$ cat src/rtl/arb_pkg.sv
// Shared types for the round-robin / priority arbiter.
package arb_pkg;

  // Arbitration mode as seen on mode_i; the reserved encoding arbitrates like LSB.
  typedef enum logic [1:0] {
    ARB_LSB  = 2'd0,
    ARB_MSB  = 2'd1,
    ARB_RR   = 2'd2,
    ARB_RSVD = 2'd3
  } arb_mode_e;

  // Controller state: IDLE = no grant outstanding, BUSY = one channel holds the grant.
  typedef enum logic {
    ST_IDLE = 1'b0,
    ST_BUSY = 1'b1
  } arb_state_e;

endpackage

$ cat src/rtl/pri_pick.sv
// Rotating priority picker: first set bit of req_i at or above start_i, wrapping.
module pri_pick #(
  parameter int WID = 4
) (
  input  logic [WID-1:0]         req_i,
  input  logic [$clog2(WID)-1:0] start_i,
  output logic [WID-1:0]         gnt_o,
  output logic [$clog2(WID)-1:0] idx_o,
  output logic                   any_o
);

  localparam int IW = $clog2(WID);

  // Walk WID positions starting at start_i; the first requester wins.
  always_comb begin
    int            j;
    logic [IW-1:0] j_idx;
    logic          found;
    gnt_o = '0;
    idx_o = '0;
    found = 1'b0;
    j     = 0;
    j_idx = '0;
    for (int k = 0; k < WID; k++) begin
      j = int'(start_i) + k;
      if (j >= WID) j = j - WID;
      j_idx = IW'(j);
      if (!found && req_i[j_idx]) begin
        found        = 1'b1;
        gnt_o[j_idx] = 1'b1;
        idx_o        = j_idx;
      end
    end
    any_o = found;
  end

endmodule

$ cat src/rtl/rr_pri_arbiter.sv
// Grant-holding arbiter with LSB / MSB fixed priority and round-robin modes,
// release on done, request drop or hold timeout, back-to-back re-arbitration.
module rr_pri_arbiter
  import arb_pkg::*;
#(
  parameter int WID      = 4,
  parameter int MAX_HOLD = 8
) (
  input  logic                   clk_i,
  input  logic                   rst_i,
  input  logic [WID-1:0]         req_i,
  input  logic [1:0]             mode_i,
  input  logic                   done_i,
  output logic [WID-1:0]         gnt_o,
  output logic [$clog2(WID)-1:0] gnt_id_o,
  output logic                   gnt_vld_o
);

  localparam int IW = $clog2(WID);
  // A zero-width counter is not legal; with no timeout a 1-bit counter just saturates.
  localparam int HW = (MAX_HOLD > 0) ? $clog2(MAX_HOLD + 1) : 1;

  arb_state_e    state_q, state_d;
  logic [WID-1:0] gnt_q, gnt_d;
  logic [IW-1:0]  id_q, id_d;
  logic           vld_q, vld_d;
  logic [IW-1:0]  rr_ptr_q, rr_ptr_d;
  logic [HW-1:0]  hold_q, hold_d;

  arb_mode_e      mode;
  logic           msb_mode;
  logic [WID-1:0] arb_req, pick_req, pick_gnt, win_gnt;
  logic [IW-1:0]  pick_start, pick_idx, win_idx;
  logic           pick_any;
  logic           timeout, release_ev, arbitrate;

  assign mode     = arb_mode_e'(mode_i);
  assign msb_mode = (mode == ARB_MSB);

  // The current grantee is never a candidate in its own release cycle.
  assign arb_req    = (state_q == ST_BUSY) ? (req_i & ~gnt_q) : req_i;
  assign pick_start = (mode == ARB_RR) ? rr_ptr_q : '0;

  // MSB-first is LSB-first on a bit-reversed vector, so one picker serves all modes.
  for (genvar i = 0; i < WID; i++) begin : g_rev
    assign pick_req[i] = msb_mode ? arb_req[WID-1-i]  : arb_req[i];
    assign win_gnt[i]  = msb_mode ? pick_gnt[WID-1-i] : pick_gnt[i];
  end

  pri_pick #(.WID(WID)) u_pick (
    .req_i   (pick_req),
    .start_i (pick_start),
    .gnt_o   (pick_gnt),
    .idx_o   (pick_idx),
    .any_o   (pick_any)
  );

  assign win_idx = msb_mode ? (IW'(WID - 1) - pick_idx) : pick_idx;

  assign timeout    = (MAX_HOLD != 0) && (hold_q >= HW'(MAX_HOLD));
  // done and timeout in the same cycle collapse into one release.
  assign release_ev = done_i | ~req_i[id_q] | timeout;
  assign arbitrate  = (state_q == ST_IDLE) | release_ev;

  // Next-state: arbitrate when idle or releasing, otherwise hold and count.
  always_comb begin
    state_d  = state_q;
    gnt_d    = gnt_q;
    id_d     = id_q;
    vld_d    = vld_q;
    rr_ptr_d = rr_ptr_q;
    hold_d   = hold_q;
    if (arbitrate) begin
      if (pick_any) begin
        state_d  = ST_BUSY;
        gnt_d    = win_gnt;
        id_d     = win_idx;
        vld_d    = 1'b1;
        hold_d   = HW'(1);
        rr_ptr_d = (win_idx == IW'(WID - 1)) ? '0 : win_idx + 1'b1;
      end else begin
        state_d = ST_IDLE;
        gnt_d   = '0;
        id_d    = '0;
        vld_d   = 1'b0;
        hold_d  = '0;
      end
    end else begin
      hold_d = (hold_q == '1) ? hold_q : hold_q + 1'b1;
    end
  end

  // State and output registers with synchronous reset.
  always_ff @(posedge clk_i) begin
    if (rst_i) begin
      state_q  <= ST_IDLE;
      gnt_q    <= '0;
      id_q     <= '0;
      vld_q    <= 1'b0;
      rr_ptr_q <= '0;
      hold_q   <= '0;
    end else begin
      state_q  <= state_d;
      gnt_q    <= gnt_d;
      id_q     <= id_d;
      vld_q    <= vld_d;
      rr_ptr_q <= rr_ptr_d;
      hold_q   <= hold_d;
    end
  end

  assign gnt_o     = gnt_q;
  assign gnt_id_o  = id_q;
  assign gnt_vld_o = vld_q;

endmodule

$ cat config.mk
export PLATFORM = sky130hd
export DESIGN_NAME = rr_pri_arbiter
export DESIGN_NICKNAME = d
export VERILOG_FILES = /design/src/rtl/arb_pkg.sv /design/src/rtl/pri_pick.sv /design/src/rtl/rr_pri_arbiter.sv
export SDC_FILE = /design/constraint.sdc
export NUM_CORES = 1
export LEC_CHECK = 0
export BUFFER_PORTS_ARGS = -buffer_cell sky130_fd_sc_hd__buf_2
export CAP_MARGIN = 20
export CORE_UTILIZATION = 43
export DETAILED_ROUTE_END_ITERATION = 10
export GPL_ROUTABILITY_DRIVEN = 0
export HOLD_SLACK_MARGIN = 0.12
export PLACE_DENSITY = 0.65
export SYNTH_ARGS = -nofsm -noshare
export SYNTH_HDL_FRONTEND = slang
export SYNTH_HIERARCHICAL = 1
export SYNTH_SLANG_ARGS = --single-unit
$ cat constraint.sdc
create_clock -name clk_i -period 3.52 [get_ports clk_i]
set_clock_uncertainty 0.2 [all_clocks]
set_input_delay 0.704 -clock clk_i [delete_from_list [all_inputs] [get_ports clk_i]]
set_output_delay 0.704 -clock clk_i [all_outputs]
set_load 0.01 [all_outputs]
Yosys cells after proc, flatten, opt, wreduce, memory -nomap -nowiden:

Cells that the tools add are included.

* flip-flop bits (word level): 13
* input port bits: 9
* output and inout bits: 7

* $add $sub $neg: 10
* order comparisons: 14
* eq/ne operators: 5
* multiplexer cells: 52
* bitwise logic cells: 10
* reduce and logical (&&, ||, !) cells: 11

Operator list (number)
* 4-bit 2-to-1 mux: 8
* 2-bit 2-to-1 mux: 12
* 1-bit 2-to-1 mux: 23
* 2-bit by 3-bit less-than comparator with 1-bit output, second input constant: 5
* 4-bit OR: 3
* 1-bit binary-select mux with 2-bit select: 5
* 3-bit greater-or-equal comparator, second input constant: 3
* 1-bit demux with 2-bit select: 4
* 2-bit by 1-bit greater-or-equal comparator with 1-bit output, second input constant: 4
* 2-bit by 1-bit subtractor with 2-bit output, second input constant: 4
* 1-bit logical AND: 7
* 2-bit by 2-bit adder with 3-bit output, second input constant: 2
* 4-bit by 1-bit adder with 4-bit output, second input constant: 1
* 4-bit AND: 1
* 2-bit == test, second input constant: 2
* 4-bit == test, second input constant: 1
* 4-bit greater-or-equal comparator, second input constant: 1
* 4-bit inverter: 1
* 2-bit by 1-bit adder with 3-bit output, second input constant: 1
* 2-bit by 3-bit greater-or-equal comparator with 1-bit output, second input constant: 1
* 1-bit logical NOT: 3
* 1-bit OR: 3
* 2-bit by 1-bit adder with 2-bit output, second input constant: 1
* 2-bit by 1-bit == test with 1-bit output, second input constant: 1
* 4 further kinds: 5

Logic depth before layout (Yosys ltp):

Gate-level depths: netlist of run 1.

* depth in word-level cells: 20
* mapped depth: 13
* mapped depth without buffers: 10

By module:

Netlist of run 1, hierarchy kept.

By module, submodules not included
* rr_pri_arbiter: instances 1, cells an instance 72, area each 720.7 um^2, sequential area each 260.2 um^2
* pri_pick: instances 1, cells an instance 45, area each 421.7 um^2, sequential area each 0.0 um^2

Worst setup path before layout of run 1:

OpenSTA, ideal clock, no wires.

* kind: input port to flip-flop
* start point: input mode_i[0]
* end point: register rr_ptr_q[1]
* library setup time: 0.079 ns
* arrival: 3.188 ns
* required time: 3.241 ns
* setup slack: 0.053 ns
* stages on the path: 12
* path buffers: 3
* cells stage by stage: nor2b_1 -> clkbuf_1 -> buf_2 -> mux2i_1 -> a21oi_1 -> mux4_2 -> buf_6 -> nor4b_4 -> nor2_1 -> a32o_1 -> xnor2_1 -> a211oi_2

* elaborated cells on any way between the ends: 50

RTL lines
* start, declared: RTL line rr_pri_arbiter.sv:12 `input logic [1:0] mode_i,`
* 2-bit by 1-bit == test with 1-bit output (*): RTL line rr_pri_arbiter.sv:38 `assign msb_mode = (mode == ARB_MSB);`
* 1-bit 2-to-1 mux (*): RTL line rr_pri_arbiter.sv:46 `assign pick_req[i] = msb_mode ? arb_req[WID-1-i] : arb_req[i];`
* named net pick_req[2]: RTL line rr_pri_arbiter.sv:32 `logic [WID-1:0] arb_req, pick_req, pick_gnt, win_gnt;`
* 1-bit binary-select mux with 2-bit select: RTL line pri_pick.sv:28 `if (!found && req_i[j_idx]) begin`
* 1-bit 2-to-1 mux (implied by the code): RTL line pri_pick.sv:28
* 1-bit 2-to-1 mux: RTL line pri_pick.sv:28
* 1-bit logical NOT: RTL line pri_pick.sv:28
* 1-bit logical AND: RTL line pri_pick.sv:28
* (+4 left out)
* 1-bit logical NOT: RTL line pri_pick.sv:28
* 1-bit logical AND: RTL line pri_pick.sv:28
* 2-bit 2-to-1 mux (*): RTL line pri_pick.sv:28
* named net pick_idx[1]: RTL line rr_pri_arbiter.sv:33 `logic [IW-1:0] pick_start, pick_idx, win_idx;`
* 2-bit subtractor: RTL line rr_pri_arbiter.sv:58 `assign win_idx = msb_mode ? (IW'(WID - 1) - pick_idx) : pick_idx;`
* 2-bit 2-to-1 mux (*): RTL line rr_pri_arbiter.sv:58
* 2-bit by 1-bit adder with 2-bit output / 2-bit == test (equally long branches): RTL line rr_pri_arbiter.sv:80 `rr_ptr_d = (win_idx == IW'(WID - 1)) ? '0 : win_idx + 1'b1;`
* 2-bit 2-to-1 mux (*): RTL line rr_pri_arbiter.sv:80
* end signal, assigned: RTL line rr_pri_arbiter.sv:107 `rr_ptr_q <= rr_ptr_d;`
* end, declared: RTL line rr_pri_arbiter.sv:27 `logic [IW-1:0] rr_ptr_q, rr_ptr_d;`

The timed path passes the listed nets; every way through them passes the cells marked *. The select of a mux whose other input is x is not followed.
A chain may end at the register's enable or synchronous reset.

Worst setup path in the final report of run 1:

* start point: input mode_i[0]
* end point: register rr_ptr_q[0]

Same word-level chain as after synthesis.

==> flow_results.org, run 1 <==
** Worst setup path
- Maximum fanout count along the critical path :: 9
- STA puts the critical path data required time at roughly 3.5 ns.
- The critical path in this run is classified as in2reg.
- At the worst endpoint, the arrival time is 3.24 ns.
- STA classifies the critical path endpoint as a register.
- Critical Path Source Type :: input pin

** Logic synthesis
- The number of nets in the synthesized netlist is ~130.
- Proportion of netlist area held by the largest area contributor :: 22.8%
- Fraction of the yosys area taken by sequential cells :: 22.8%
- During synthesis, Yosys emitted a total of 6 warnings.
- Ranking of synthesized cells by area :: sky130_fd_sc_hd__dfxtp_1 23%, sky130_fd_sc_hd__mux2i_1 9.6%, sky130_fd_sc_hd__ha_1 7.7%
- sky130_fd_sc_hd__dfxtp_1 takes more of the synthesized area than any other cell.
- Most frequent cells after synthesis :: 13 x sky130_fd_sc_hd__dfxtp_1, 11 x sky130_fd_sc_hd__mux2i_1, 11 x sky130_fd_sc_hd__o21ai_0
- Unique cell type count in the Yosys netlist :: 38
- Number of synthesized flops with an enable pin :: 0
- Mapped Cells :: 117
- In the synthesized netlist the dominant register cell turns out to be sky130_fd_sc_hd__dfxtp_1.
- Synthesized flop and latch total :: 13
- Counting flops with an async set or reset pin after synthesis yields a share of 0%.
- sky130_fd_sc_hd__dfxtp_1 is the most common cell in the netlist.
- A synthesized cell averages approximately 10 um^2.
- After synthesis the cells add up to 1140 um^2.

** STA
- Setup violations remaining at the end of the flow were counted as 0.
- Dividing the final minimum period by the clock period gives 92.8%.
- The worst path meets setup with 0.254 ns of slack.
- The max-slew violation total from the final report is 0.
- For this run, the top clock speed supported by timing is 0.306 GHz.
- Setup repair after global routing missed its margin :: false
- Counting I/O delays and the setup requirement, the final critical path takes between 3 and 4 ns.
- At the pin with the least slew margin, the transition time is around 0.6 ns.
- In the final timing run, aggregate negative setup slack is 0 ns.
- The worst pin sits at a relative slew slack of approximately 60%.
- Fin. Hold Viols :: 0

** Floorplan
- Area of the placeable core :: 2500 um^2
- From left edge to right edge, the die measures 53.5 um.
- After floorplanning, the core was divided into 18 placement rows.
- IO Pins :: 16
- In this run the vertical extent of the chip is 53.5 um.
- Once the floorplan was initialized, standard cells occupied a little under half of the core.
- Area of the die :: approximately 2900 um^2

** Finish
- The finished layout holds roughly 170 standard cells, fillers aside.
- The area growth from synthesis to layout is 14.3%.
- Fill cells in the final layout number between 200 and 300.
- Register area :: 260 um^2
- Share of layout cells above drive strength 1 :: between 30% and 40%
- Count of inserted antenna diode cells :: 0
- The finished cells cover 1310 um^2.
- Nets@finish :: approximately 160
- Footprint of the multi-input gates :: slightly above 800 um^2

** Pwr
- The analysis attributes to cell leakage a power of between 0.5 and 0.6 nW.
- Areal power density over the cells :: about 430 nW/um^2
- The completed layout was analyzed and its total power is 0.566 mW.
- Across the VDD grid, the largest voltage drop is 0.000373 V.

** Global route
- Global routing used 21.6% of the available tracks.
- Largest net degree at the start of global routing :: 13
- Via count of the first global-routing pass :: 935
- GR Overflow Total :: 0
- Initial antenna violation count :: 0
- First-pass GRT wire length :: roughly 4400 um

** Placed design
- Worst slack after detailed placement :: 0.0189 ns
- During placement, the flow inserted port buffers numbering 15.
- Hpwl dp :: around 2000 um
- Placed instance area :: 1280 um^2
- The number of placed instances, taps included, is approximately 170.

** Clock network
- Buffers added to address setup during post-CTS repair amount to 0.
- Post-cts hold buffer count :: 0
- Gates resized during post-CTS repair numbered 0.
- Clock-pin slew on the worst setup and hold paths :: 0.08 ns
- H-Tree Level Count :: 1
- Clock tree synthesis inserted a total of 3 buffers.
- The tree built by TritonCTS fans out to 13 sinks.
- Clock tree from TritonCTS :: yes
- No sink is reached through more buffers than the 2 on the longest clock path.
- Clock tree root buffer cell :: sky130_fd_sc_hd__clkbuf_4
- The clock reaches the later pin of the worst-skew pair after between 0.2 and 0.3 ns.

** Detailed routing
- Drc violations :: 0
- In the final routed layout, each cell accounts on average for 15.1 um.
- For this block, the routed nets add up to 2550 um of wire.
- Total via count in the routed design :: 992
- Before antenna repair, the detailed router went through 4 iterations.
- After the first detailed-routing iteration, the DRC count stood at 19.
- Once detail routing completed, the nets flagged for antenna violations numbered 0.
- Vias per inst :: approximately 6

** Run
- The tool flagged a number of max-cap violations equal to 0.

** Run status
- Run status :: finished clean

** Min path
- The path class of the tightest hold or removal check is reg2reg.
cell type report:
class	instances	share of cell area (%)
inverters	5	1.44
flip-flops and latches	13	19.9
repair buffers	23	10.3
clock buffers	4	2.01
well taps	30	2.87
multi-input cells	94	63.4
state kept, by name (all words and copies together), names as in the netlist:
name	cells
rr_ptr_q	2
gnt_vld_o	1
gnt_o	4
gnt_id_o	2
hold_q	4
where the power goes:
part           internal, mW  switching (mW)  total [mW]
Combinational         0.130           0.148       0.278
Clock                0.0440          0.0496      0.0935
Sequential            0.171          0.0230       0.194
critical path: stages:
cell and delay, ns:
sky130_fd_sc_hd__buf_2 0.09, sky130_fd_sc_hd__nor2b_1 0.12, sky130_fd_sc_hd__buf_4 0.19, sky130_fd_sc_hd__mux2_2 0.35
sky130_fd_sc_hd__a21oi_1 0.39, sky130_fd_sc_hd__mux4_2 0.43, sky130_fd_sc_hd__and2b_2 0.28, sky130_fd_sc_hd__o21ai_0 0.15
sky130_fd_sc_hd__o31ai_1 0.16, sky130_fd_sc_hd__xnor2_1 0.18, sky130_fd_sc_hd__mux2i_1 0.16, sky130_fd_sc_hd__nor2_1 0.05
worst paths after layout:
check	from	endpoint	slack [ns]	cells past startpoint
hold / removal	gnt_id_o[1]$_SDFFE_PP0P_	gnt_id_o[1]$_SDFFE_PP0P_	0.31	2
hold reg to reg	gnt_id_o[1]$_SDFFE_PP0P_	gnt_id_o[1]$_SDFFE_PP0P_	0.31	2
setup / recovery	mode_i[0]	rr_ptr_q[0]$_SDFFE_PP0P_	0.25	12
setup reg to reg	rr_ptr_q[0]$_SDFFE_PP0P_	rr_ptr_q[0]$_SDFFE_PP0P_	0.75	8
metrics by stage:
stage,hold slack (ns),utilization [%]
floorplan,0.253,-
global placement,0.288,51.2
detailed placement,0.297,51.2
CTS,0.303,52.3
global route,0.342,52.3
finish,0.305,52.3
metal layers:
layer,global-route usage (%),wire length [um],vias up
met5,0,0,-
met4,7.02,34,0
met3,7.34,154,6
met2,32.5,1110,34
met1,28.8,1250,464
li1,-,-,488
cells in the final DEF, fill, tap and decap left out, types with 3 or more instances in the layout:
cell                       synthesis  final
sky130_fd_sc_hd__mux2i_1          11     11
sky130_fd_sc_hd__buf_4             0      8
sky130_fd_sc_hd__dfxtp_1          13     13
sky130_fd_sc_hd__inv_1             5      5
sky130_fd_sc_hd__mux2_2            6      6
sky130_fd_sc_hd__a21oi_1           5      5
sky130_fd_sc_hd__nand2_1           5      5
sky130_fd_sc_hd__mux4_2            3      3
sky130_fd_sc_hd__ha_1              7      7
sky130_fd_sc_hd__nor2_1            7      7
sky130_fd_sc_hd__buf_2             1     15
sky130_fd_sc_hd__xnor2_1           3      3
sky130_fd_sc_hd__o21ai_0          11     11
sky130_fd_sc_hd__clkbuf_4          0      3
sky130_fd_sc_hd__a22oi_1           8      8
kinds of logic (layout without fill, tap and decap cells):
group | after synthesis | after routing | share of synthesized area [%]
AO/OA/AOI/OAI | 31 | 31 | 18.5
XOR/XNOR | 4 | 4 | 3.07
adder cells (fa/ha/maj) | 7 | 7 | 7.67
buffers and inverters | 10 | 32 | 4.71
flip-flops | 13 | 13 | 22.8
multiplexers | 22 | 22 | 26.1
AND/OR/NAND/NOR | 30 | 30 | 17.2
No activity file was read; power rests on OpenSTA's default activity.
==> run 2: changes to the inputs <==
BUFFER_PORTS_ARGS = -buffer_cell sky130_fd_sc_hd__buf_4   (was -buffer_cell sky130_fd_sc_hd__buf_2)
==> run 2 against run 1 <==
Against the previous run: cell count up 1.2%; clock power up 4.3%; setup slack better by 0.024 ns; sequential power about the same; die area unchanged; largest power group unchanged; sequential share of layout area down 0.77 points; via count down 3.3%.
==> flow_results.org, run 2 (synthesis results as in run 1) <==
** Finish
- Count of inserted antenna diode cells :: 0 (unchanged)
- Leaving out fill and tap cells, the most frequent cells in the layout are 25 x sky130_fd_sc_hd__buf_4, 13 x sky130_fd_sc_hd__dfxtp_1, 11 x sky130_fd_sc_hd__mux2i_1, 11 x sky130_fd_sc_hd__o21ai_0, 8 x sky130_fd_sc_hd__a22oi_1.
- The number of filler instances in the final layout is 217 (-14%).
- Compared with the post-synthesis result, the final layout area differs by 18.9%.
- Leaving out fill and tap cells, the most frequent cell in the layout is sky130_fd_sc_hd__buf_4.
- Post-layout instance area :: 1360 um^2 (+4.0%)
- Share of layout cells above drive strength 1 :: 31.2% (+0.99 points)
- Final Non-Filler Cells :: 171 (+1.2%)
- The multi-input gate area in the final layout was 828 um^2 (unchanged).
- The utilization after layout came to 54.4% (+2.1 points).
- The area taken by flip-flops and latches came to 260 um^2 (unchanged).
- The net count reported at finish is 158 (+1.3%).

** Detailed routing
- The number of routed nets with antenna violations was 0 (unchanged).
- The number of DRC markers after the initial detailed-route iteration came to 15 (-4).
- The residual DRC count came to 0 (unchanged).
- The final routed wire length divided by cell count was 15.0 um (-0.78%).
- Detailed Route WL :: 2560 um (+0.39%)
- Vias per inst :: 5.61 (-4.5%)
- The via total after detailed routing came to 959 (-3.3%).
- The first-pass iteration count of the detailed router was 4 (unchanged).

** STA
- Setup TNS :: 0 ns (unchanged)
- Slew at the pin with the worst max-slew slack :: 0.767 ns (+0.173 ns)
- The final number of setup-violating endpoints is 0 (unchanged).
- Fin. Hold Viols :: 0 (unchanged)
- Setup repair after global routing missed its margin :: false
- Slew margin rel. :: 48.2% (-12 points)
- The clock period minus final worst setup slack is 3.24 ns (-0.0241 ns).
- Highest clock frequency the design can meet :: 0.308 GHz (+0.74%)
- The max-slew violation total from the final report is 0 (unchanged).
- Post-Route Hold Slack :: 0.305 ns (-0.000262 ns)
- The portion of the clock cycle consumed by the worst path in the final layout came to 92.1% (-0.68 points).

** Worst setup path
- Worst Path Class, Setup :: in2reg
- The worst setup path is launched from an input pin.
- Worst path most repeated cell :: sky130_fd_sc_hd__buf_4
- Kind of end point of the critical path :: register
- Cells traversed along the worst timing path :: buf_4, nor2b_1, buf_4, mux2_2, a21oi_1, mux4_2, buf_4, nand2b_1, o221ai_1, a32o_1, xnor2_1, a211oi_2
- The maximum cell stage delay along the critical path was 0.41 ns (-0.02 ns).
- The reg-to-reg setup timing slack came to 0.69 ns (-0.06 ns).
- The required time of the worst setup path came to 3.52 ns (+0.03 ns).
- The largest individual stage delay along the critical path comes from the cell sky130_fd_sc_hd__a21oi_1.
- The arrival time of data at the critical path endpoint was 3.25 ns (about the same).
- The maximum fanout encountered on the critical timing path was 9 (unchanged).

** Clock network
- TritonCTS built the clock tree.
- The register clock-pin slew on the reported worst setup and hold paths came to 0.08 ns (about the same).
- Clock latency of the later-clocked register in the worst-skew pair :: 0.28 ns (about the same)
- Clock buffer count from CTS :: 3 (unchanged)
- The cell sitting at the root of the clock tree is a sky130_fd_sc_hd__clkbuf_4.
- Number of sinks on the clock net :: 13 (unchanged)
- The maximum clock insertion buffer count was 2 (unchanged).
- Number of gates resized after cts :: 0 (unchanged)
- The maximum level of the CTS H-tree is 1 (unchanged).
- Post-cts hold buffer count :: 0 (unchanged)
- The post-CTS setup repair buffer count came to 0 (unchanged).

** Global route
- The initial antenna violation count was 0 (unchanged).
- The global-route wire length before repair came to 4120 um (-6.0%).
- Via count of the first global-routing pass :: 860 (-8.0%)
- Largest net degree at the start of global routing :: 10 (-3)
- The global-route usage over all layers came to 20.9% (-0.72 points).
- GR Overflow Total :: 0 (unchanged)

** Placed design
- Placed instance area :: 1330 um^2 (+4.1%)
- The total half-perimeter wirelength after legalization and detailed placement is 1990 um (-2.6%).
- Cell Count Post-Placement :: 167 (+1.2%)
- IO buf count :: 15 (unchanged)

** Floorplan
- The initial cell density of the core was 45.7% (unchanged).
- Area of the placeable core :: 2500 um^2 (unchanged)
- The die outline width is 53.5 um (unchanged).
- Y dimension of the die :: 53.5 um (unchanged)
- Area of the die :: 2870 um^2 (unchanged)
- Num rows :: 18 (unchanged)
- IO Pins :: 16 (unchanged)

** Pwr
- The power density over the cells came to 431 nW/um^2 (-0.44%).
- Highest ir drop seen on vdd :: 0.000296 V (-21%)
- Leakage :: 0.569 nW (+3.4%)

** Run
- The max-capacitance violation count came to 0 (unchanged).

** Run status
- The run finished with clean final reports.

** Min path
- Classification of the worst-slack hold path :: reg2reg
## run 2: changes by cell type in the layout (fill, tap and decap cells not counted), sizes merged
cell  before  now
buf       23   25
## run 2: worst max-delay path: cells and delay by family
kind / cells / cell delay, ns
compound gates: 4 / 1.01
buf+inv: 3 / 0.47
xor+xnor: 1 / 0.15
mux: 2 / 0.68
simple gates: 2 / 0.22
## run 2: power breakdown
group	leakage [nW]	total [mW]	internal (mW)	switching, mW
combinational	0.448	0.295	0.148	0.147
clock	0.0150	0.0975	0.0441	0.0535
sequential	0.107	0.194	0.171	0.0221
## run 2: layout make-up
cell class                 count  area share, %
tap                           30           2.76
clock buffer                   4           1.93
multi-input combinational     94           61.0
timing repair buffer          25           13.8
inverter                       5           1.38
sequential                    13           19.2
## run 2: routing by layer
layer	routed length [um]	vias up	GRT usage, %	share of wire, %
met1	1250	446	26.9	49
met3	101	5	5.93	3.9
met4	29	0	7.89	1.1
li1	-	489	-	-
met5	0	-	0	0
met2	1190	19	32.9	46
## run 2: through the flow
step           setup slack [ns]  power [mW]
2_1_floorplan            0.0530       0.401
5_1_grt                   0.155       0.629
3_5_place_dp           -0.00344       0.490
4_1_cts                   0.310       0.588
6_report                  0.278       0.586
3_3_place_gp             0.0750       0.486
## run 2: path summary, 6_finish.rpt
check / start / endpoint / depth (start not counted)
setup reg to reg: rr_ptr_q[1]$_SDFFE_PP0P_ / rr_ptr_q[1]$_SDFFE_PP0P_ / 10
hold / removal: gnt_id_o[1]$_SDFFE_PP0P_ / gnt_id_o[1]$_SDFFE_PP0P_ / 2
setup / recovery: mode_i[1] / rr_ptr_q[1]$_SDFFE_PP0P_ / 12
hold reg to reg: gnt_id_o[1]$_SDFFE_PP0P_ / gnt_id_o[1]$_SDFFE_PP0P_ / 2
==> run 3: changes to the inputs <==
CORE_UTILIZATION = 48   (was 43)
PLACE_DENSITY = 0.71   (was 0.65)
==> run 3 against run 2 <==
Against the previous run: routed wire length shrank 8.6%; sequential cell count is the same; critical endpoint is now rr_ptr_q[0]$_SDFFE_PP0P_; final area shrank 2.4%; count of clock-buffer cells in the layout is the same; sequential power is essentially flat; core utilization grew 5.0 points; non-clock buffer count shrank 4; sequential share of layout area grew 0.47 points; register-to-register slack gained 0.11 ns.
==> flow_results.org, run 3 (synthesis results as in run 1) <==
** Clock network
- The total clock sinks is 13 (unchanged).
- The hold-fix buffer count after cts came to 0 (unchanged).
- Clock tree from TritonCTS :: yes
- The number of resized instances in the post-cts repair step came to 0 (unchanged).
- Deepest clock path buffer count :: 2 (unchanged)
- The maximum level of the CTS H-tree came to 1 (unchanged).
- Clock buffer count from CTS :: 3 (unchanged)
- Clock tree root buffer cell :: sky130_fd_sc_hd__clkbuf_4
- The post-CTS setup repair buffer count came to 0 (unchanged).
- The insertion delay of the later-clocked pin in the worst-skew pair is 0.29 ns (about the same).
- Clock-pin slew on the worst setup and hold paths :: 0.09 ns (about the same)

** Placed design
- The post-placement worst setup slack came to -0.000922 ns (+0.00252 ns).
- Hpwl dp :: 1880 um (-5.2%)
- The post-place instance area was 1300 um^2 (-2.4%).
- The number of buffer cells added on primary ports came to 15 (unchanged).

** Run status
- Run status :: finished clean

** Worst setup path
- Walking the worst path, the cells encountered are buf_4, nor2b_1, buf_4, mux2_2, a21oi_1, mux4_2, and2b_2, o21ai_0, o31ai_1, xnor2_1, mux2i_1, nor2_1.
- The worst setup path is launched from an input pin.
- The setup path with the least slack is of type in2reg.
- Worst Path Arrival :: 3.20 ns (-0.05 ns)
- Worst path most repeated cell :: sky130_fd_sc_hd__buf_4
- The slowest stage of the critical path belongs to the cell sky130_fd_sc_hd__mux4_2.
- Data required time at the worst endpoint :: 3.50 ns (-0.02 ns)
- Kind of end point of the critical path :: register
- Delay contributed by the slowest stage of the critical path :: 0.45 ns (+0.04 ns)
- Maximum fanout count along the critical path :: 10 (+1)

** Floorplan
- Die span in x :: 50.8 um (-5.1%)
- Area of the die :: 2580 um^2 (-10%)
- Num rows :: 17 (-1)
- The area of the core came to 2230 um^2 (-11%).
- IO Pins :: 16 (unchanged)
- The initial cell density of the core came to 51.1% (+5.5 points).
- Y dimension of the die :: 50.8 um (-5.1%)

** Pwr
- The power density over the cells was 429 nW/um^2 (-0.52%).
- The clock group share of total power came to 17.2% (+0.6 points).
- Leakage :: 0.549 nW (-3.6%)
- Design Power :: 0.569 mW (-2.9%)
- The worst IR drop on VDD is 0.000297 V (+0.24%).
- The total net switching power is 0.218 mW (-2.2%).
- Sequential share of power :: 34.6% (+1.6 points)
- The share of power burned in combinational logic is 48.2% (-2.1 points).
- The proportion of total power due to net switching came to 38.3% (+0.28 points).
- Int Pwr :: 0.351 mW (-3.3%)

** Finish
- Count of inserted antenna diode cells :: 0 (unchanged)
- Nets@finish :: 154 (-2.5%)
- The final design instance area without fill came to 1330 um^2 (-2.4%).
- The area growth from synthesis to layout is 16.1%.
- Most common library cell in the layout ignoring fill and taps :: sky130_fd_sc_hd__buf_4
- Commonest cells after routing, fill and taps aside :: 21 x sky130_fd_sc_hd__buf_4, 13 x sky130_fd_sc_hd__dfxtp_1, 11 x sky130_fd_sc_hd__mux2i_1, 11 x sky130_fd_sc_hd__o21ai_0, 8 x sky130_fd_sc_hd__a22oi_1
- Share of layout cells above drive strength 1 :: 29.2% (-2.0 points)

** Run
- The max-capacitance violation count is 0 (unchanged).

** STA
- Fin. Hold Viols :: 0 (unchanged)
- Setup repair after global routing left no endpoint under its margin.
- The clock period minus final worst setup slack is 3.21 ns (-0.0289 ns).
- The final number of setup-violating endpoints is 0 (unchanged).
- Setup TNS :: 0 ns (unchanged)
- Slew at the pin with the worst max-slew slack :: 0.551 ns (-0.216 ns)
- The normalized max-slew margin was 62.8% (+15 points).
- The max-slew violation total from the final report was 0 (unchanged).
- The portion of the clock cycle consumed by the worst path in the final layout came to 91.3% (-0.82 points).
- Highest clock frequency the design can meet :: 0.311 GHz (+0.90%)
- The worst hold slack across all endpoints was 0.307 ns (+0.00140 ns).
- The post-route worst setup slack is 0.307 ns (+0.0289 ns).

** Global route
- The final global-route overflow total was 0 (unchanged).
- Total routing resource utilization after global routing :: 21.3% (+0.44 points)
- The pin count of the biggest net entering global routing was 13 (+3).
- The number of global-route vias before repair came to 912 (+6.0%).
- Initial antenna violation count :: 0 (unchanged)
- First-pass GRT wire length :: 4080 um (-0.85%)

** Detailed routing
- The number of routed nets with antenna violations is 0 (unchanged).
- DR iter-0 viols :: 20 (+5)
- Drc violations :: 0 (unchanged)
- Detailed Route WL :: 2340 um (-8.6%)
- The first-pass iteration count of the detailed router came to 4 (unchanged).
- The via density per instance came to 5.95 (+6.1%).
- The final routed wire length divided by cell count is 14.2 um (-5.3%).
- The via total after detailed routing came to 982 (+2.4%).

** Min path
- The path class of the tightest hold or removal check is reg2reg.
run 3: changes by cell type in the layout (fill, tap and decap cells not counted):
cell,previous run,this run
sky130_fd_sc_hd__buf_4,25,21
run 3: final timing paths:
path	depth (start not counted)	slack (ns)	startpoint	to
setup / recovery	12	0.31	mode_i[1]	rr_ptr_q[0]$_SDFFE_PP0P_
hold / removal	1	0.31	hold_q[0]$_SDFFE_PP0P_	hold_q[3]$_SDFFE_PP0P_
setup reg to reg	9	0.80	rr_ptr_q[1]$_SDFFE_PP0P_	rr_ptr_q[1]$_SDFFE_PP0P_
hold reg to reg	1	0.31	hold_q[0]$_SDFFE_PP0P_	hold_q[3]$_SDFFE_PP0P_
run 3: area by class of cell:
type / instances / area (um^2)
repair buffers: 21 / 158
multi-input cells: 94 / 828
clock buffers: 4 / 26.3
well taps: 28 / 35.0
flip-flops and latches: 13 / 260
fillers: 195 / 907
inverters: 5 / 18.8
run 3: worst max-delay path: cells and delay by family:
| kind | cells | cell delay [ns] |
|---|---|---|
| xor gates and xnor gates | 1 | 0.17 |
| and+or+nand+nor | 3 | 0.42 |
| muxes | 3 | 0.96 |
| buffers and inverters | 2 | 0.30 |
| AOI/OAI and AO/OA | 3 | 0.64 |
run 3: layer usage:
layer	vias up	part of all wire (%)	track usage, %
met3	4	4.3	5.45
li1	486	-	-
met1	465	50	28.2
met5	-	0	0
met2	27	45	34.9
met4	0	0.51	4.17
run 3: power by group through the flow:
| stage | combinational (mW) | sequential, mW | clock, mW |
|---|---|---|---|
| detailed placement | 0.273 | 0.200 | 0 |
| CTS | 0.274 | 0.197 | 0.0965 |
| floorplan | 0.203 | 0.197 | 0 |
| global placement | 0.268 | 0.199 | 0 |
| global route | 0.303 | 0.202 | 0.107 |
| finish | 0.274 | 0.197 | 0.0978 |
run 3: stage by stage:
step / utilization, % / std cells
floorplan: - / 117
global placement: 58.2 / 161
detailed placement: 58.2 / 161
CTS: 59.4 / 165
global route: 59.4 / 165
finish: 59.4 / 165
